==> src/rtl/systolic_sequencer.sv <==
// Job sequencer for an ARRAY_N x ARRAY_N weight-stationary MAC array: weight load, skewed activation stream, drain.
// Latency: first weight read the cycle after start; done pulses 2*ARRAY_N+K (+ARRAY_N if loading) cycles after start.
// Backpressure: none by default; with SEQ_STALL_EN the stall input freezes the sequence and masks all strobes.
module systolic_sequencer #(
   parameter int ARRAY_N  = 4,
   parameter int CNT_W    = 16,
   parameter int W_ADDR_W = 8
) (
   input  logic                clock,
   input  logic                reset,
   input  logic                start,
   input  logic                reuse_w,
   input  logic [W_ADDR_W-1:0] w_base,
   input  logic [CNT_W-1:0]    num_rows,
`ifdef SEQ_STALL_EN
   input  logic                stall,
`endif
   output logic                busy,
   output logic                done,
   output logic                instr,
   output logic [31:0]         mac_matrix_counter,
   output logic                w_rd_en,
   output logic [W_ADDR_W-1:0] w_rd_addr,
   output logic                act_rd_en,
   output logic [CNT_W-1:0]    act_rd_addr,
   output logic [ARRAY_N-1:0]  row_en,
   output logic [ARRAY_N-1:0]  col_valid,
   output logic [CNT_W-1:0]    res_wr_addr
);

   localparam int S_W = CNT_W + 2;
   localparam int I_W = (ARRAY_N > 1) ? $clog2(ARRAY_N) : 1;

   localparam logic [2:0] IDLE   = 3'd0;
   localparam logic [2:0] LOAD_W = 3'd1;
   localparam logic [2:0] STREAM = 3'd2;
   localparam logic [2:0] DRAIN  = 3'd3;
   localparam logic [2:0] FINISH = 3'd4;

   logic [2:0]           r_state;
   logic [W_ADDR_W-1:0]  r_w_base;
   logic [CNT_W-1:0]     r_k;
   logic                 r_wvalid;
   logic [I_W-1:0]       r_i;
   logic [S_W-1:0]       r_s;
   logic [2*ARRAY_N-2:0] r_skew;

   logic                 w_stall;
   logic                 w_act_live;
   logic [2*ARRAY_N-1:0] w_taps;
   logic [S_W-1:0]       w_last_s;
   logic [S_W-1:0]       w_drain_end;
   logic                 w_any_col;

`ifdef SEQ_STALL_EN
   assign w_stall = stall & ((r_state == LOAD_W) | (r_state == STREAM) | (r_state == DRAIN));
`else
   assign w_stall = 1'b0;
`endif

   assign w_last_s    = {2'b00, r_k} - S_W'(1);
   assign w_drain_end = {2'b00, r_k} + S_W'(2*ARRAY_N - 2);

   // Tap 0 is the live activation strobe; the registered taps delay it by 1..2N-1 cycles.
   assign w_act_live = (r_state == STREAM);
   assign w_taps     = {r_skew, w_act_live};
   assign w_any_col  = |w_taps[2*ARRAY_N-1:ARRAY_N];

   assign busy               = (r_state != IDLE);
   assign done               = (r_state == FINISH);
   assign instr              = (r_state == LOAD_W);
   assign mac_matrix_counter = 32'(r_s);
   assign w_rd_en            = (r_state == LOAD_W) & ~w_stall;
   assign w_rd_addr          = (r_state == LOAD_W) ?
                               (r_w_base + W_ADDR_W'(ARRAY_N - 1) - W_ADDR_W'(r_i)) : '0;
   assign act_rd_en          = w_act_live & ~w_stall;
   assign act_rd_addr        = w_act_live ? r_s[CNT_W-1:0] : '0;
   assign row_en             = w_taps[ARRAY_N-1:0] & {ARRAY_N{~w_stall}};
   assign col_valid          = w_taps[2*ARRAY_N-1:ARRAY_N] & {ARRAY_N{~w_stall}};
   // Address selection ignores the stall mask so the address holds across a stall.
   assign res_wr_addr        = w_any_col ? (r_s[CNT_W-1:0] - CNT_W'(ARRAY_N)) : '0;

   always_ff @(posedge clock or negedge reset) begin
      if (!reset) begin
         r_skew <= '0;
      end else if (!w_stall) begin
         r_skew <= w_taps[2*ARRAY_N-2:0];
      end
   end

   always_ff @(posedge clock or negedge reset) begin
      if (!reset) begin
         r_state  <= IDLE;
         r_w_base <= '0;
         r_k      <= '0;
         r_wvalid <= 1'b0;
         r_i      <= '0;
         r_s      <= '0;
      end else begin
         case (r_state)
            IDLE: begin
               if (start) begin
                  r_w_base <= w_base;
                  r_k      <= num_rows;
                  r_i      <= '0;
                  r_s      <= '0;
                  if (num_rows == '0)
                     r_state <= FINISH;
                  else if (reuse_w && r_wvalid)
                     r_state <= STREAM;
                  else
                     r_state <= LOAD_W;
               end
            end
            LOAD_W: begin
               if (!w_stall) begin
                  if (r_i == I_W'(ARRAY_N - 1)) begin
                     r_i      <= '0;
                     r_wvalid <= 1'b1;
                     r_state  <= STREAM;
                  end else begin
                     r_i <= r_i + I_W'(1);
                  end
               end
            end
            STREAM: begin
               if (!w_stall) begin
                  r_s <= r_s + S_W'(1);
                  if (r_s == w_last_s)
                     r_state <= DRAIN;
               end
            end
            DRAIN: begin
               if (!w_stall) begin
                  if (r_s == w_drain_end) begin
                     r_s     <= '0;
                     r_state <= FINISH;
                  end else begin
                     r_s <= r_s + S_W'(1);
                  end
               end
            end
            FINISH: r_state <= IDLE;
            default: r_state <= IDLE;
         endcase
      end
   end

endmodule

==> config.mk <==
export PLATFORM = sky130hd
export DESIGN_NAME = systolic_sequencer
export DESIGN_NICKNAME = d
export VERILOG_FILES = /design/src/rtl/systolic_sequencer.sv
export SDC_FILE = /design/constraint.sdc
export NUM_CORES = 1
export LEC_CHECK = 0
export CAP_MARGIN = 20
export CORE_ASPECT_RATIO = 2
export CORE_MARGIN = 10
export CORE_UTILIZATION = 45
export DETAILED_ROUTE_END_ITERATION = 8
export GPL_TIMING_DRIVEN = 0
export HOLD_SLACK_MARGIN = 0.15
export PLACE_DENSITY = 0.86
export SLEW_MARGIN = 10
export SYNTH_ARGS = -nofsm -noshare
export SYNTH_HDL_FRONTEND = slang
export SYNTH_SLANG_ARGS = --single-unit
==> constraint.sdc <==
create_clock -name clock -period 5.42 [get_ports clock]
set_clock_uncertainty 0.05 [all_clocks]
set_input_delay 1.355 -clock clock [delete_from_list [all_inputs] [get_ports clock]]
set_output_delay 1.355 -clock clock [all_outputs]
set_load 0.01 [all_outputs]
# [Word-level counts from Yosys, hierarchy flattened]
# Cells that the tools add are included.
[totals] regBits=55 n_memories=0 latch_bits=0 rom_bits=0 ramBits=0
[classes] mux=16 shifts=0 order_cmp=0 mul=0 div=0 n_bitwise=0 n_addsub=7 reduce_logical=12 n_eq_ne=11
[op_table] operator="$pmux 18 s3" count=1
[op_table] operator="$mux 18" count=2
[op_table] operator="$mux 16" count=2
[op_table] operator="$add 18x1->18 const B" count=1
[op_table] operator="$eq 18x17->1" count=1
[op_table] operator="$eq 18x18->1" count=1
[op_table] operator="$add 16x3->17 const B" count=1
[op_table] operator="$sub 16x1->17 const B" count=1
[op_table] operator="$logic_not 16->1" count=1
[op_table] operator="$sub 16x3->16 const B" count=1
[op_table] operator="$mux 3" count=5
[op_table] operator="$pmux 3 s4" count=1
[op_table] operator="$add 8x2->8 const B" count=1
[op_table] operator="$mux 8" count=1
[op_table] operator="$reduce_and 2->1" count=4
[op_table] operator="$sub 8x2->8" count=1
[op_table] operator="$eq 3x2->1 const B" count=2
[op_table] operator="$mux 2" count=3
[op_table] operator="$reduce_bool 3->1" count=2
[op_table] operator="$ne 2x1->1 const B" count=2
[op_table] operator="$ne 2x2->1 const B" count=2
[op_table] operator="$pmux 2 s2" count=1
[op_table] operator="$reduce_and 4->1" count=1
[op_table] operator="$reduce_or 4->1" count=1
[op_table] operator="7 further kinds" count=7

# [Logic depth before layout (Yosys ltp)]
# Gate-level depths: netlist of run 1.
[logic_depth] word_depth=5 ltp_mapped=13 depth_no_buf=10

# [Worst setup path before layout of run 1]
# OpenSTA, ideal clock, no wires.
[synth_timing] path_kind="flip-flop to output port" startpoint="reg r_w_base[1]" endpoint="out w_rd_addr[7]" required_time_ns=4.015 stages_incl_launch_ff=9 n_path_buf=0 path_slack_ns=1.956 arrival_ns=2.059 path_cell_list="dfrtp_1 ha_1 ha_1 fa_1 a211oi_1 o21bai_1 a21oi_1 xnor2_1 nor2_1"
[synth_between] elab_chain_cells=3
[synth_rtl] element="start: declaration" line_no="41" source="logic [W_ADDR_W-1:0] r_w_base;"
[synth_rtl] element="start signal: assignment" line_no="103" source="r_w_base <= w_base;"
[synth_rtl] element="$add 8x2->8" line_no="75" source="(r_w_base + W_ADDR_W'(ARRAY_N - 1) - W_ADDR_W'(r_i)) : '0;"
[synth_rtl] element="$sub 8x2->8" line_no="75"
[synth_rtl] element="$mux 8" line_no="74" source="assign w_rd_addr = (r_state == LOAD_W) ?"
[synth_rtl] element="end: declaration" line_no="23" source="output logic [W_ADDR_W-1:0] w_rd_addr,"
# Every way passes these cells.

# [Worst setup path after layout of run 1]
[layout_timing] startpoint="reg r_s[5]" endpoint="out res_wr_addr[14]"
[layout_between] elab_chain_cells=2
[layout_rtl] element="start: declaration" line_no="45" source="logic [S_W-1:0] r_s;"
[layout_rtl] element="start signal: assignment" line_no="128" source="r_s <= r_s + S_W'(1);"
[layout_rtl] element="start signal: assignment" line_no="139" source="r_s <= r_s + S_W'(1);"
[layout_rtl] element="$sub 16x3->16" line_no="81" source="assign res_wr_addr = w_any_col ? (r_s[CNT_W-1:0] - CNT_W'(ARRAY_N)) : '0;"
[layout_rtl] element="$mux 16" line_no="81"
[layout_rtl] element="end: declaration" line_no="28" source="output logic [CNT_W-1:0] res_wr_addr"
# Every way passes these cells.

==> results by group, run 1 <==
CTS
  – CTS Hold Bufs: 0
  – CTS tree: yes
  – H-tree level count: 2
  – CTS sink cnt: 55
  – # Post-CTS Setup Buffers: 0
  – Max clock buf depth: 2
  – TritonCTS Buffers: 5
  – Insertion delay to the later sink of the worst-skew pair: 300 ps
  – Clock slew at reported path FFs: 70 ps
  – CTS resizes: 0
  – Root Driver: clkbuf_16

Global routing
  – Antenna violations before repair: 0
  – Pin count of the biggest net entering global routing: 29
  – Total congestion overflow: 0
  – Overall routing resource usage: 18.4%
  – Global-route wire length before repair: 20300 um
  – Vias in the first global route: 4128

Critical path
  – Critical Path AT: 3140 ps
  – Worst setup path category: reg -> out
  – Worst path depth: 8
  – Critical path capture point type: primary output
  – Largest delay share family, worst path: simple AND/OR/NAND/NOR gates
  – Most frequent cell on the critical path: nor4_1
  – CP max stage delay: 560 ps
  – Startpoint Class: register
  – Crit-path max FO: 10
  – CP max stage cell: clkdlybuf4s50_1
  – CP required: 4010 ps
  – Cell breakdown of the critical path: clkbuf_1 > nor4_1 > nand2_1 > or4_1 > nor4_1 > xnor2_1 > nor2_1 > clkdlybuf4s50_1
  – Worst r2r path cells: 11
  – Crit path buf inv count: 2

STA
  – RSZ-0062 raised after global routing: no
  – Slew @ Worst Pin: 1030 ps
  – Setup TNS: 0 ps
  – Setup violators final: 0
  – Fin. Hold Viols: 0
  – Period utilization: 83.8%
  – Fmax: 220 MHz
  – Relative slew slack: 31.2%
  – Final setup margin: 879 ps
  – Final worst path period need: 4540 ps
  – Max Transition Viols Final: 0

Cells and area
  – Area grow syn2layout: 31.4%
  – Fin cells: 733
  – Layout cells sized above 1: 9.70%
  – FILL cells: 809
  – Fin nets: 672
  – Final Util: 60.2%
  – N_diodes: 0

Floorplanning
  – Die Y-Extent: 158 um
  – Rows: 50
  – Core area: 9320 um2
  – Die ar.: 14000 um2
  – Initial Util: 45.8%
  – IO Count: 113
  – DIE WIDTH: 88.9 um

Routing
  – Routed length per placed instance: 17.8 um
  – Via/cell ratio: 5.60
  – Via count: 4104
  – Iter 0 DRT Violations: 178
  – DRC errors left: 0
  – Routed Antenna Nets: 0
  – Final wirelength: 13100 um
  – Detailed-router iteration count before antenna repair: 5

Yosys
  – Count leader, synth: dfrtp_1
  – Distinct cells, synth: 54
  – Commonest cells post-synth: dfrtp_1, nor2_1, nand2_1
  – Top cell type's share of synthesized area: 32.2%
  – Top FF cell, synth: dfrtp_1
  – Synthesis warning total: 0
  – Synth Cell Area: 4270 um2
  – Avg Inst Size Synth: 8.40 um2
  – Number of enable flip-flop cells after synthesis: 0
  – Synth Register Bits: 55
  – Area contributors post-synth: dfrtp_1, xnor2_1, xor2_1
  – Largest area contributor in the netlist: dfrtp_1
  – Sequential cell area fraction in the yosys report: 32.2%
  – Ys async rst share: 100%
  – Cells after Synth: 508

Placement
  – Hpwl dp: 10700 um
  – Pre-CTS setup slack: 1230 ps
  – IO buf count: 98
  – Placed Cells: 725
  – RePlAce Congestion: 0.888

Power and ir drop
  – Static Leak: 2.33 nW
  – Pwr dens: 556 nW/um2
  – Peak VDD IR: 0.376 mV

Min path
  – Hold Crit Class: reg -> reg
  – Hold path cells: 0

Run status
  – Status: finished clean

Job
  – Max Cap Viol: 0
state kept, by name, indices dropped and copies added, names as in the netlist:
name / count
r_k: 16
r_state: 3
r_i: 2
r_skew: 7
r_w_base: 8
r_s: 18
r_wvalid: 1
power by group:
part | internal (mW) | switching (mW) | total [mW]
sequential | 0.562 | 0.138 | 0.700
combinational | 0.978 | 1.11 | 2.09
clock | 0.185 | 0.151 | 0.336
kinds of logic after synthesis:
group / share of synthesized area (%)
compound gates: 11.9
fa+ha+maj: 4.87
other cells: 0.0878
simple gates: 25.1
buf+inv: 8.32
flops: 32.2
mux: 5.16
xor+xnor: 12.3
through the flow:
step / power [mW] / area, um2 / hold slack, ps
finish: 3.12 / 5610 / 329
global route: 3.36 / 5610 / 346
CTS: 3.13 / 5610 / 330
detailed placement: 2.79 / 5460 / 314
global placement: 2.72 / 5430 / 311
floorplan: 1.98 / 4320 / 366
layout make-up:
class                   instances  area [um2]  area share, %
plain buffers                  54         284           5.06
clock buffers                   6         139           2.48
clock inverters                 2        16.3          0.290
inverters                      19        71.3           1.27
multi-input cells             393        2590           46.2
flip-flops and latches         55        1380           24.5
well taps                     104         130           2.32
repair buffers                100        1000           17.8
layout by cell type (no fill, tap or decap), drive strengths merged, types with 5 or more instances in the layout:
| master | synthesis | final |
|---|---|---|
| inv | 19 | 19 |
| xor2 | 25 | 25 |
| nor2b | 6 | 6 |
| nor3 | 12 | 12 |
| nand2 | 39 | 39 |
| ha | 15 | 15 |
| o21ai | 25 | 25 |
| mux2 | 16 | 16 |
| nand4 | 9 | 9 |
| nor3b | 7 | 7 |
| or3 | 7 | 7 |
| nor2 | 53 | 53 |
| dfrtp | 55 | 55 |
| buf | 28 | 31 |
| clkdlybuf4s50 | 0 | 97 |
| clkbuf | 26 | 32 |
| nand3 | 14 | 14 |
| a21oi | 13 | 13 |
| a211oi | 6 | 6 |
| nor4 | 16 | 16 |
| o21a | 5 | 5 |
| and2 | 21 | 21 |
| or4 | 7 | 7 |
| xnor2 | 35 | 35 |
| conb | 1 | 14 |
metal layers:
| metal | share of wire (%) | track usage, % | routed length (um) |
|---|---|---|---|
| met1 | 35 | 17.2 | 4510 |
| met2 | 55 | 35.1 | 7140 |
| met5 | 0 | 0 | 0 |
| met4 | 4.3 | 9.76 | 567 |
| met3 | 6.5 | 3.86 | 849 |
worst paths after layout:
kind,from,slack [ps],end
max,r_s[5]$_DFFE_PN0P_,880,res_wr_addr[14]
min,r_skew[0]$_DFF_PN0_,330,r_skew[1]$_DFF_PN0_
max reg2reg,r_k[2]$_DFFE_PN0P_,1680,r_state[1]$_DFFE_PN0P_
min reg2reg,r_skew[0]$_DFF_PN0_,330,r_skew[1]$_DFF_PN0_
max in group asynchronous,reset,3700,r_w_base[2]$_DFFE_PN0P_
min in group asynchronous,reset,1030,r_s[15]$_DFFE_PN0P_
(Power assumes the default switching activity.)
==> inputs of run 2 (changes only) <==
==> constraint.sdc (replaced) <==
create_clock -name clock -period 4.46 [get_ports clock]
set_clock_uncertainty 0.05 [all_clocks]
set_input_delay 1.115 -clock clock [delete_from_list [all_inputs] [get_ports clock]]
set_output_delay 1.115 -clock clock [all_outputs]
set_load 0.01 [all_outputs]
==> results by group, run 2 (synthesized netlist as in run 1, its figures left out) <==
CTS
  – TritonCTS Buffers: 5
  – H-tree level count: 2
  – Max clock buf depth: 2
  – CTS Hold Bufs: 0
  – CTS sink cnt: 55
  – Root Driver: clkbuf_16
  – Clock slew at reported path FFs: 70 ps
  – Insertion delay to the later sink of the worst-skew pair: 300 ps
  – CTS tree: yes
  – # Post-CTS Setup Buffers: 0

Routing
  – DRC errors left: 0
  – Routed length per placed instance: 17.8 um
  – Detailed-router iteration count before antenna repair: 4
  – Iter 0 DRT Violations: 211
  – Final wirelength: 13000 um
  – Via count: 4085
  – Routed Antenna Nets: 0
  – Via/cell ratio: 5.57

STA
  – WHS: 329 ps
  – Period utilization: 95.3%
  – Max Transition Viols Final: 0
  – RSZ-0062 raised after global routing: no
  – Relative slew slack: 30.6%
  – Fin. Hold Viols: 0
  – Final worst path period need: 4250 ps
  – Slew @ Worst Pin: 1040 ps
  – Fmax: 235 MHz
  – Setup violators final: 0
  – Setup TNS: 0 ps

Critical path
  – Worst path depth: 7
  – Crit-path max FO: 10
  – Largest delay share family, worst path: simple AND/OR/NAND/NOR gates
  – Critical path capture point type: primary output
  – CP required: 3290 ps
  – Cell breakdown of the critical path: clkbuf_1 > nor4_2 > nand2_1 > or4_1 > or3_1 > a21oi_1 > clkdlybuf4s50_1
  – Worst r2r path cells: 11
  – Crit path buf inv count: 2
  – Critical Path AT: 3090 ps
  – Startpoint Class: register
  – CP max stage cell: clkdlybuf4s50_1
  – Worst setup path category: reg -> out
  – CP max stage delay: 570 ps

Cells and area
  – Most frequent cells in the layout: clkdlybuf4s50_1, dfrtp_1, nor2_1
  – Fin nets: 672
  – Largest register FFs: 18
  – Area grow syn2layout: 31.6%
  – Layout cells sized above 1: 9.86%
  – N_diodes: 0
  – Register area: 1380 um2
  – Multi-input gate area: 2600 um2
  – Design Area, Final: 5620 um2
  – Commonest non-fill, non-tap cell in the layout: clkdlybuf4s50_1
  – Biggest regs: r_s: 18 flops, r_k: 16 flops, r_w_base: 8 flops
  – FILL cells: 808
  – Largest Register: r_s

Job
  – Max Cap Viol: 0

Global routing
  – Global-route wire length before repair: 20300 um
  – Antenna violations before repair: 0
  – GR met1 Demand/Resource: 17.2%
  – Met3 Use GR: 3.86%
  – Overall routing resource usage: 18.4%
  – Vias in the first global route: 4128
  – GR met2 Demand/Resource: 35.1%
  – Total congestion overflow: 0
  – Grt peak-use layer: met2
  – Pin count of the biggest net entering global routing: 29

Placement
  – Placed Instance Area: 5460 um2
  – RePlAce Congestion: 0.888
  – Hpwl dp: 10700 um
  – IO buf count: 98

Floorplanning
  – Die ar.: 14000 um2
  – DIE WIDTH: 88.9 um
  – Rows: 50
  – Initial Util: 45.8%
  – Core area: 9320 um2
  – IO Count: 113
  – Die Y-Extent: 158 um

Power and ir drop
  – Peak VDD IR: 0.454 mV
  – Static Leak: 2.33 nW
  – Pwr dens: 674 nW/um2

Run status
  – Status: finished clean

Min path
  – Hold Crit Class: reg -> reg
  – Hold path cells: 0
[run 2: cell counts in the layout (fill, tap and decap cells not counted)]
No cell type changed its count.
[run 2: through the flow]
step / util, % / power [mW] / setup WS (ps) / cells
after floorplan: - / 2.41 / 1240 / 521
after CTS: 60.2 / 3.81 / 171 / 733
after detailed placement: 58.5 / 3.39 / 510 / 725
final: 60.3 / 3.79 / 208 / 733
after global routing: 60.3 / 4.08 / 95.3 / 733
after global placement: 58.2 / 3.30 / 540 / 723
[run 2: worst register-to-register path: cells and delay by family, from the launching register on]
kind / cells / cell delay [ps]
simple gates: 4 / 1850
buf+inv: 3 / 660
compound gates: 3 / 640
flops: 1 / 360
fa+ha+maj: 1 / 160
[run 2: power breakdown]
part / switching [mW] / total [mW] / internal, mW
clock network: 0.181 / 0.405 / 0.225
registers: 0.166 / 0.849 / 0.683
logic: 1.34 / 2.53 / 1.19
[run 2: repair_timing]
| item | CTS | global route |
|---|---|---|
| gates resized for setup | 0 | 1 |
| endpoints found under the setup margin | 0 | 1 |
| endpoints found under the hold margin | 0 | 0 |
[run 2: worst paths after layout]
| check | to | from | slack (ps) |
|---|---|---|---|
| min in group asynchronous | r_s[15]$_DFFE_PN0P_ | reset | 800 |
| max in group asynchronous | r_w_base[0]$_DFFE_PN0P_ | reset | 2970 |
| min reg2reg | r_skew[2]$_DFF_PN0_ | r_skew[1]$_DFF_PN0_ | 330 |
| min | r_skew[2]$_DFF_PN0_ | r_skew[1]$_DFF_PN0_ | 330 |
| max | res_wr_addr[12] | r_s[5]$_DFFE_PN0P_ | 210 |
| max reg2reg | r_state[1]$_DFFE_PN0P_ | r_k[2]$_DFFE_PN0P_ | 700 |
[run 2: layout make-up]
class | instances | area share (%)
multi-input cells | 393 | 46.3
flip-flops and latches | 55 | 24.5
repair buffers | 100 | 17.8
plain buffers | 54 | 5.06
clock buffers | 6 | 2.47
well taps | 104 | 2.32
inverters | 19 | 1.27
clock inverters | 2 | 0.290
[run 2: metal layers]
| layer | up-vias | wire length [um] |
|---|---|---|
| met1 | 1967 | 4580 |
| met2 | 125 | 7140 |
| met4 | 0 | 557 |
| li1 | 1963 | - |
| met5 | - | 0 |
| met3 | 30 | 739 |
